<file path="src/rtl/tree_link_pkg.sv">
// tree_link_pkg -- shared encodings for the 1:N link router.
// Rev 1.0
`default_nettype none

package tree_link_pkg;

  localparam logic [2:0] MCMD_IDLE = 3'b000;
  localparam logic [2:0] MCMD_WR   = 3'b001;
  localparam logic [2:0] MCMD_RD   = 3'b010;

  localparam logic [1:0] SRESP_NULL = 2'b00;
  localparam logic [1:0] SRESP_DVA  = 2'b01;
  localparam logic [1:0] SRESP_ERR  = 2'b11;

  // Encoding doubles as the link_state debug value.
  typedef enum logic [1:0] {
    ST_IDLE = 2'b00,
    ST_CMD  = 2'b01,
    ST_WAIT = 2'b10,
    ST_RESP = 2'b11
  } link_state_t;

  function automatic logic cmd_valid(input logic [2:0] cmd);
    return (cmd == MCMD_WR) || (cmd == MCMD_RD);
  endfunction

endpackage

`default_nettype wire

</file>
<file path="src/rtl/tree_link_tmo.sv">
// tree_link_tmo -- per-transaction timeout counter for the link router.
// Rev 1.0
`default_nettype none

module tree_link_tmo #(
  parameter int TMO_CYC = 255
) (
  input  logic clk,
  input  logic rst_n,
  input  logic clr,
  input  logic en,
  output logic expired
);

  // Room for TMO_CYC+1: an accept on the limit cycle moves one count past it.
  localparam int CNT_W = ($clog2(TMO_CYC + 2) > 8) ? $clog2(TMO_CYC + 2) : 8;

  logic [CNT_W-1:0] cnt;

  always_ff @(posedge clk) begin
    if (!rst_n) begin
      cnt <= '0;
    end else if (clr) begin
      cnt <= '0;
    end else if (en) begin
      cnt <= cnt + CNT_W'(1);
    end
  end

  assign expired = en && (cnt >= CNT_W'(TMO_CYC));

endmodule

`default_nettype wire

</file>
<file path="src/rtl/tree_link_n.sv">
// tree_link_n -- 1:N OCP-style command/response router with decode, ERR for unmapped
// slaves and a per-transaction timeout. Rev 1.0
`default_nettype none

module tree_link_n
  import tree_link_pkg::*;
#(
  parameter int NUM_SLV = 4,
  parameter int ADDR_W  = 8,
  parameter int DATA_W  = 8,
  parameter int SEL_W   = 2,
  parameter int TMO_CYC = 255
) (
  input  logic                      clk,
  input  logic                      rst_n,
  input  logic [2:0]                m_MCmd,
  input  logic [ADDR_W-1:0]         m_MAddr,
  input  logic [DATA_W-1:0]         m_MData,
  output logic                      m_SCmdAccept,
  output logic [DATA_W-1:0]         m_SData,
  output logic [1:0]                m_SResp,
  input  logic                      m_MRespAccept,
  output logic [3*NUM_SLV-1:0]      s_MCmd,
  output logic [ADDR_W*NUM_SLV-1:0] s_MAddr,
  output logic [DATA_W*NUM_SLV-1:0] s_MData,
  input  logic [NUM_SLV-1:0]        s_SCmdAccept,
  input  logic [DATA_W*NUM_SLV-1:0] s_SData,
  input  logic [2*NUM_SLV-1:0]      s_SResp,
  output logic [NUM_SLV-1:0]        s_MRespAccept,
  output logic [SEL_W:0]            active_link,
  output logic [1:0]                link_state,
  output logic                      tmo_flag
);

  link_state_t       state;
  logic [2:0]        cmd_q;
  logic [ADDR_W-1:0] addr_q;
  logic [DATA_W-1:0] data_q;
  logic [SEL_W-1:0]  sel_q;
  logic              mapped;

  logic [SEL_W-1:0]  m_sel;
  logic              map_ok;
  logic              sel_accept;
  logic [1:0]        sel_resp;
  logic [DATA_W-1:0] sel_data;
  logic              tmo_en;
  logic              tmo_clr;
  logic              tmo_expired;

  assign m_sel        = m_MAddr[ADDR_W-1 -: SEL_W];
  assign map_ok       = cmd_valid(m_MCmd) && ({1'b0, m_sel} < (SEL_W+1)'(NUM_SLV));
  assign m_SCmdAccept = rst_n && (state == ST_IDLE) && (m_MCmd != MCMD_IDLE);

  always_comb begin
    sel_accept = 1'b0;
    sel_resp   = SRESP_NULL;
    sel_data   = '0;
    for (int k = 0; k < NUM_SLV; k++) begin
      if (sel_q == SEL_W'(k)) begin
        sel_accept = s_SCmdAccept[k];
        sel_resp   = s_SResp[2*k +: 2];
        sel_data   = s_SData[DATA_W*k +: DATA_W];
      end
    end
  end

  generate
    for (genvar k = 0; k < NUM_SLV; k++) begin : g_slv
      logic drive;
      assign drive = (state == ST_CMD) && (sel_q == SEL_W'(k));
      assign s_MCmd[3*k +: 3]               = drive ? cmd_q  : MCMD_IDLE;
      assign s_MAddr[ADDR_W*k +: ADDR_W]    = drive ? addr_q : '0;
      assign s_MData[DATA_W*k +: DATA_W]    = drive ? data_q : '0;
      assign s_MRespAccept[k] = rst_n && (state == ST_WAIT) && (sel_q == SEL_W'(k))
                                && (s_SResp[2*k +: 2] != SRESP_NULL);
    end
  endgenerate

  assign tmo_en  = (state == ST_CMD) || (state == ST_WAIT);
  assign tmo_clr = m_SCmdAccept && map_ok;

  tree_link_tmo #(.TMO_CYC(TMO_CYC)) u_tmo (
    .clk     (clk),
    .rst_n   (rst_n),
    .clr     (tmo_clr),
    .en      (tmo_en),
    .expired (tmo_expired)
  );

  assign link_state  = state;
  assign active_link = (mapped && state != ST_IDLE) ? ({1'b0, sel_q} + (SEL_W+1)'(1)) : '0;

  // Slave accept/response is checked before expiry so it wins a same-cycle tie.
  always_ff @(posedge clk) begin
    if (!rst_n) begin
      state    <= ST_IDLE;
      cmd_q    <= MCMD_IDLE;
      addr_q   <= '0;
      data_q   <= '0;
      sel_q    <= '0;
      mapped   <= 1'b0;
      m_SResp  <= SRESP_NULL;
      m_SData  <= '0;
      tmo_flag <= 1'b0;
    end else begin
      case (state)
        ST_IDLE: begin
          if (m_SCmdAccept) begin
            cmd_q  <= m_MCmd;
            addr_q <= m_MAddr;
            data_q <= m_MData;
            sel_q  <= m_sel;
            mapped <= map_ok;
            if (map_ok) begin
              state <= ST_CMD;
            end else begin
              state   <= ST_RESP;
              m_SResp <= SRESP_ERR;
              m_SData <= '0;
            end
          end
        end
        ST_CMD: begin
          if (sel_accept) begin
            state <= ST_WAIT;
          end else if (tmo_expired) begin
            state    <= ST_RESP;
            m_SResp  <= SRESP_ERR;
            m_SData  <= '0;
            tmo_flag <= 1'b1;
          end
        end
        ST_WAIT: begin
          if (sel_resp != SRESP_NULL) begin
            state   <= ST_RESP;
            m_SResp <= sel_resp;
            m_SData <= sel_data;
          end else if (tmo_expired) begin
            state    <= ST_RESP;
            m_SResp  <= SRESP_ERR;
            m_SData  <= '0;
            tmo_flag <= 1'b1;
          end
        end
        ST_RESP: begin
          if (m_MRespAccept) begin
            state   <= ST_IDLE;
            mapped  <= 1'b0;
            m_SResp <= SRESP_NULL;
            m_SData <= '0;
          end
        end
        default: state <= ST_IDLE;
      endcase
    end
  end

endmodule

`default_nettype wire

</file>
<file path="config.mk">
export PLATFORM = sky130hd
export DESIGN_NAME = tree_link_n
export DESIGN_NICKNAME = d
export VERILOG_FILES = /design/src/rtl/tree_link_pkg.sv /design/src/rtl/tree_link_tmo.sv /design/src/rtl/tree_link_n.sv
export SDC_FILE = /design/constraint.sdc
export NUM_CORES = 1
export LEC_CHECK = 0
export ABC_AREA = 1
export CAP_MARGIN = 10
export CORE_UTILIZATION = 30
export CTS_BUF_LIST = sky130_fd_sc_hd__clkbuf_4
export DETAILED_ROUTE_END_ITERATION = 8
export MAX_ROUTING_LAYER = met4
export PLACE_DENSITY = 0.67
export SETUP_SLACK_MARGIN = 0.2
export SYNTH_ARGS = -nofsm -noshare
export SYNTH_HDL_FRONTEND = slang
export SYNTH_SLANG_ARGS = --single-unit
</file>
<file path="constraint.sdc">
create_clock -name clk -period 2.39 [get_ports clk]
set_input_delay 0.478 -clock clk [delete_from_list [all_inputs] [get_ports clk]]
set_output_delay 0.478 -clock clk [all_outputs]
set_load 0.02 [all_outputs]
</file>
* Word-level counts from Yosys, hierarchy flattened
Cells that the tools add are included.
Word-level totals: register bits after elaboration 44, input bits 66, word-level logic and storage cells 116
Operators by class: add/subtract/negate cells 2, $lt $le $gt $ge 1, eq/ne operators 13, muxes and demuxes 52, bitwise operators 1, reduce and logical (&&, ||, !) cells 37
Operator list (count):
- $mux W8 | 18
- $pmux W8 S4 | 1
- $mux W2 | 15
- $logic_and A1 B1 Y1 | 18
- $pmux W2 S4 | 2
- $reduce_bool A2 Y1 | 8
- $mux W3 | 5
- $ne A2 B2 Y1 const B | 5
- $add A9 B1 Y9 const B | 1
- $ge A9 B8 Y1 const B | 1
- $mux W1 | 9
- $eq A2 B2 Y1 const B | 4
- $reduce_and A3 Y1 | 2
- $eq A2 B1 Y1 const B | 2
- $logic_not A2 Y1 | 2
- $pmux W1 S2 | 2
- $reduce_and A2 Y1 | 2
- $reduce_and A4 Y1 | 1
- $add A2 B1 Y3 const B | 1
- $eq A3 B1 Y1 const B | 1
- $eq A3 B2 Y1 const B | 1
- $reduce_bool A3 Y1 | 1
- $logic_or A1 B1 Y1 | 2
- $reduce_or A2 Y1 | 1
- $not A1 Y1 | 1

* Logic depth before layout (Yosys ltp)
depth after elaboration 8, depth in mapped cells 14

* Modules after synthesis
A second synthesis with hierarchy kept.
Unflattened totals: cells, all modules 516, area, all modules 3059.2 um^2
By module, submodules not included:
- tree_link_n | instances 1, cells an instance 449, area an instance 2562.5 um^2, sequential area each 660.6 um^2
- tree_link_tmo | instances 1, cells an instance 67, area an instance 496.7 um^2, sequential area each 180.2 um^2

* Worst setup path before layout
No wires, ideal clock.
kind reg-to-output, from register state[0], in the netlist link_state[0], to output s_MAddr[12], arrival 1.706 ns, path slack 0.206 ns, stages on the path, launching flop included 6, buffers on the path 2, cells stage by stage dfxtp_1 ha_1 clkbuf_1 nand2_1 clkbuf_1 nor2_1
Between the ends: longest elaborated chain between the ends 3
RTL lines:
- start, declared | line tree_link_n.sv:35 | link_state_t state;
- start signal, assigned | line tree_link_n.sv:97 | state <= ST_IDLE;
- start signal, assigned | line tree_link_n.sv:116 | state <= ST_CMD;
- start signal, assigned | line tree_link_n.sv:118 | state <= ST_RESP;
- $eq A2 B1 Y1 | line tree_link_n.sv:71 | assign drive = (state == ST_CMD) && (sel_q == SEL_W'(k));
- $logic_and A1 B1 Y1 | line tree_link_n.sv:71
- $mux W8 | line tree_link_n.sv:73 | assign s_MAddr[ADDR_W*k +: ADDR_W] = drive ? addr_q : '0;
- end, declared | line tree_link_n.sv:24 | output logic [ADDR_W*NUM_SLV-1:0] s_MAddr,
No other way between the ends.

==> summary.txt <==
Die
  • Ports: approximately 160
  • Die width: about 100 um
  • Core Area: 0.008763 mm^2
  • Die extent in y: 97.33 um
  • Die area: around 0.0095 mm^2
  • Num rows: 34
  • Starting Density: 0.3111

Yosys
  • Post-synth EDFFs: 0
  • #FFs+latches synth: 42
  • Mapped Area: 0.002726 mm^2
  • Sequential-to-total area share from yosys stat: 0.3084
  • Yosys cell types: 28
  • Top cell type by total area after synthesis: dfxtp_1
  • Yosys top cell area share: 0.3084
  • Syn avg cell area: between 6 and 7 um^2
  • Synth area leaders: dfxtp_1 (31%), nor2_1 (17%), nand2_1 (8.9%)
  • Syn_nets: roughly 520
  • Cells after Synth: 440
  • Synthesis Warnings: 0
  • Post-synth ARST share: 0
  • Top_reg_cell synth: dfxtp_1

Timing
  • Hold Slack: ~0.47 ns
  • Tcrit/Tclk final: 0.8792
  • Slew @ Worst Pin: 0.3153 ns
  • Clock skew: between 0.015 and 0.02 ns
  • RSZ-0062 raised after global routing: yes
  • Final Max Tran Viols: 0
  • Period minus WS final: 2.101 ns
  • Hold Fails Final Rpt: 0
  • Fmax: about 480 MHz
  • Final setup violation count: 0
  • Setup TNS: 0 ns
  • Final setup margin: 0.2886 ns
  • Rel. slew slack: 0.7893

Placed design
  • Setup WS pre-CTS: -0.06196 ns
  • Final HPWL DP: between 7 and 8 mm
  • Port bufs: 162
  • Cell area after placement: ~0.0045 mm^2
  • GP Congestion: about 0.82
  • Cells after DPL: ~710

Power
  • Leakage: 1.896 nW
  • P_sw: ~1.6 mW
  • Peak supply drop: roughly 0.3 mV
  • Tot Pwr: roughly 3.3 mW
  • Cell internal pwr: roughly 1.7 mW
  • PwrDens: 761.5 mW/mm^2
  • Comb power frac: 0.614
  • Clock Power Share: 0.110
  • Sequential share of power: 0.276
  • Sw frac: 0.4763

Worst setup path
  • Reg-to-reg slack, setup: 0.46 ns
  • Reg2reg end: m_SData[5]
  • R2R depth: 13
  • Crit end category: primary output
  • Crit Path Category: flop to primary output
  • Critical Path Start Type: flop
  • Origin of the worst setup path: addr_q[6]
  • Critical path peak fanout: 19
  • Critical Path AT: around 1.6 ns
  • Source of the worst register-to-register timing path: addr_q[6]
  • Req. time, crit path: about 1.9 ns
  • End of the critical path: s_MCmd[0]

Worst hold path
  • Hold path start: m_SData[2]
  • Hold WC Path Type: flop to flop

Finish
  • Fin util: 0.4997
  • Layout Cells excl Fill: about 720
  • Share of post-route cells with drive strength above 1: 0.2280
  • Syn-to-layout area delta: 60.62%
  • Design area: about 0.0044 mm^2
  • Nets: just under 700

Detailed routing
  • Drt drc: 0
  • Vias: 3397
  • Initial drt markers: 109
  • Routed WL: 9.887 mm
  • Wirelength per Cell: 13.67 um
  • ANT nets after route: 0
  • Drt pass-1 iters: 4
  • Vias per cell: around 4.7

Global route
  • Gr usage total: 0.2042
  • Largest net degree at the start of global routing: 20
  • GRT overflow: 0
  • First-pass GRT wire length: between 15 and 20 mm
  • Vias in the first global route: roughly 3100
  • Initial antenna violation count: 1

Clock tree
  • Clk slew on worst S/H paths: 0.11 ns
  • Total CTS buffers: 5
  • Cts hold-fix bufs: 0
  • Htree depth: 2
  • Worst skew pair latency: roughly 0.35 ns
  • CTS Buffer Depth: 2
  • CTS tree: yes
  • Clock Sink Count: 42
  • Root Driver: clkbuf_4

Outcome
  • Outcome: finished clean

Flow run
  • Max-cap violation count: 0
## logic make-up (layout without fill, tap and decap cells)
logic type / Yosys count / after routing / synth area share
compound gates: 86 / 86 / 0.1744
buf+inv: 67 / 241 / 0.1023
fa+ha+maj: 11 / 11 / 0.05048
flops: 42 / 42 / 0.3084
other cells: 0 / 1 / 0
xor+xnor: 3 / 3 / 0.009639
simple gates: 231 / 231 / 0.3548
## per-layer routing
metal | vias up | track usage | part of all wire
met2 | 74 | 0.3532 | 0.51
met4 | 0 | 0.05204 | 0.014
met5 | - | - | 0
met3 | 11 | 0.02590 | 0.037
li1 | 1763 | - | -
met1 | 1549 | 0.2518 | 0.44
## power groups by stage
stage,Sequential (mW),Combinational (mW),Clock [mW]
2_1_floorplan,0.959,1.26,0
5_1_grt,0.935,2.26,0.420
4_1_cts,0.916,1.99,0.384
3_3_place_gp,0.925,1.97,0
3_5_place_dp,0.929,2.01,0
6_report,0.921,2.05,0.367
## area by class of cell
type | instances | area, um^2
Antenna cell | 1 | 2.502
Clock buffer | 6 | 45.04
Clock inverter | 2 | 12.51
Fill cell | 941 | 4384
Inverter | 46 | 172.7
Multi-Input combinational cell | 331 | 1632
Sequential cell | 42 | 844.6
Tap cell | 108 | 135.1
Timing Repair Buffer | 187 | 1535
## worst min-delay path by stage
stage / end / slack (ns) / cells past startpoint
after detailed placement: m_SData[2] / 0.45 / 2
after global routing: m_SData[5] / 0.49 / 2
final: m_SData[2] / 0.47 / 2
after global placement: m_SData[0] / 0.45 / 2
after CTS: m_SData[2] / 0.47 / 2
after floorplan: u_tmo.cnt[8] / 0.44 / 2
## critical path, stage by stage, from the launching register on
cell	delay (ns)
dfxtp_2	0.37
inv_1	0.08
ha_1	0.21
nand2_1	0.08
buf_6	0.19
nor2_1	0.05
clkdlybuf4s15_1	0.29
## cell usage in the layout, fill, tap and decap left out, drive strengths merged, types with 19 or more instances in the layout
master	instances
a21oi	48
buf	34
clkbuf	63
clkdlybuf4s50	78
dfxtp	42
inv	46
nand2	71
nand3	19
nor2	125
o21ai	24
## flip-flops by register name, summed over array words and instances, names as in the netlist, 2 cells and up
| signal | cells |
|---|---|
| cmd_q | 3 |
| addr_q | 8 |
| link_state | 2 |
| m_SData | 8 |
| m_SResp | 2 |
| u_tmo.cnt | 9 |
| data_q | 8 |
## Yosys cell counts, types with 4 or more instances
library cell and instances:
inv_1 42, a211oi_1 13, nand3_1 17, o21ai_0 24, clkbuf_1 13, nand4_1 10
nand2_1 65, a21oi_1 47, nand2_2 5, ha_1 11, nor2_1 124, buf_2 4
dfxtp_1 42
## timing repair
| item | in CTS | in global routing |
|---|---|---|
| gates resized for setup | 183 | 94 |
| pin swaps | 0 | 1 |
| endpoints found under the setup margin | 84 | 94 |
| setup buffers | 0 | 3 |
Power figures use the tool's default switching activity.
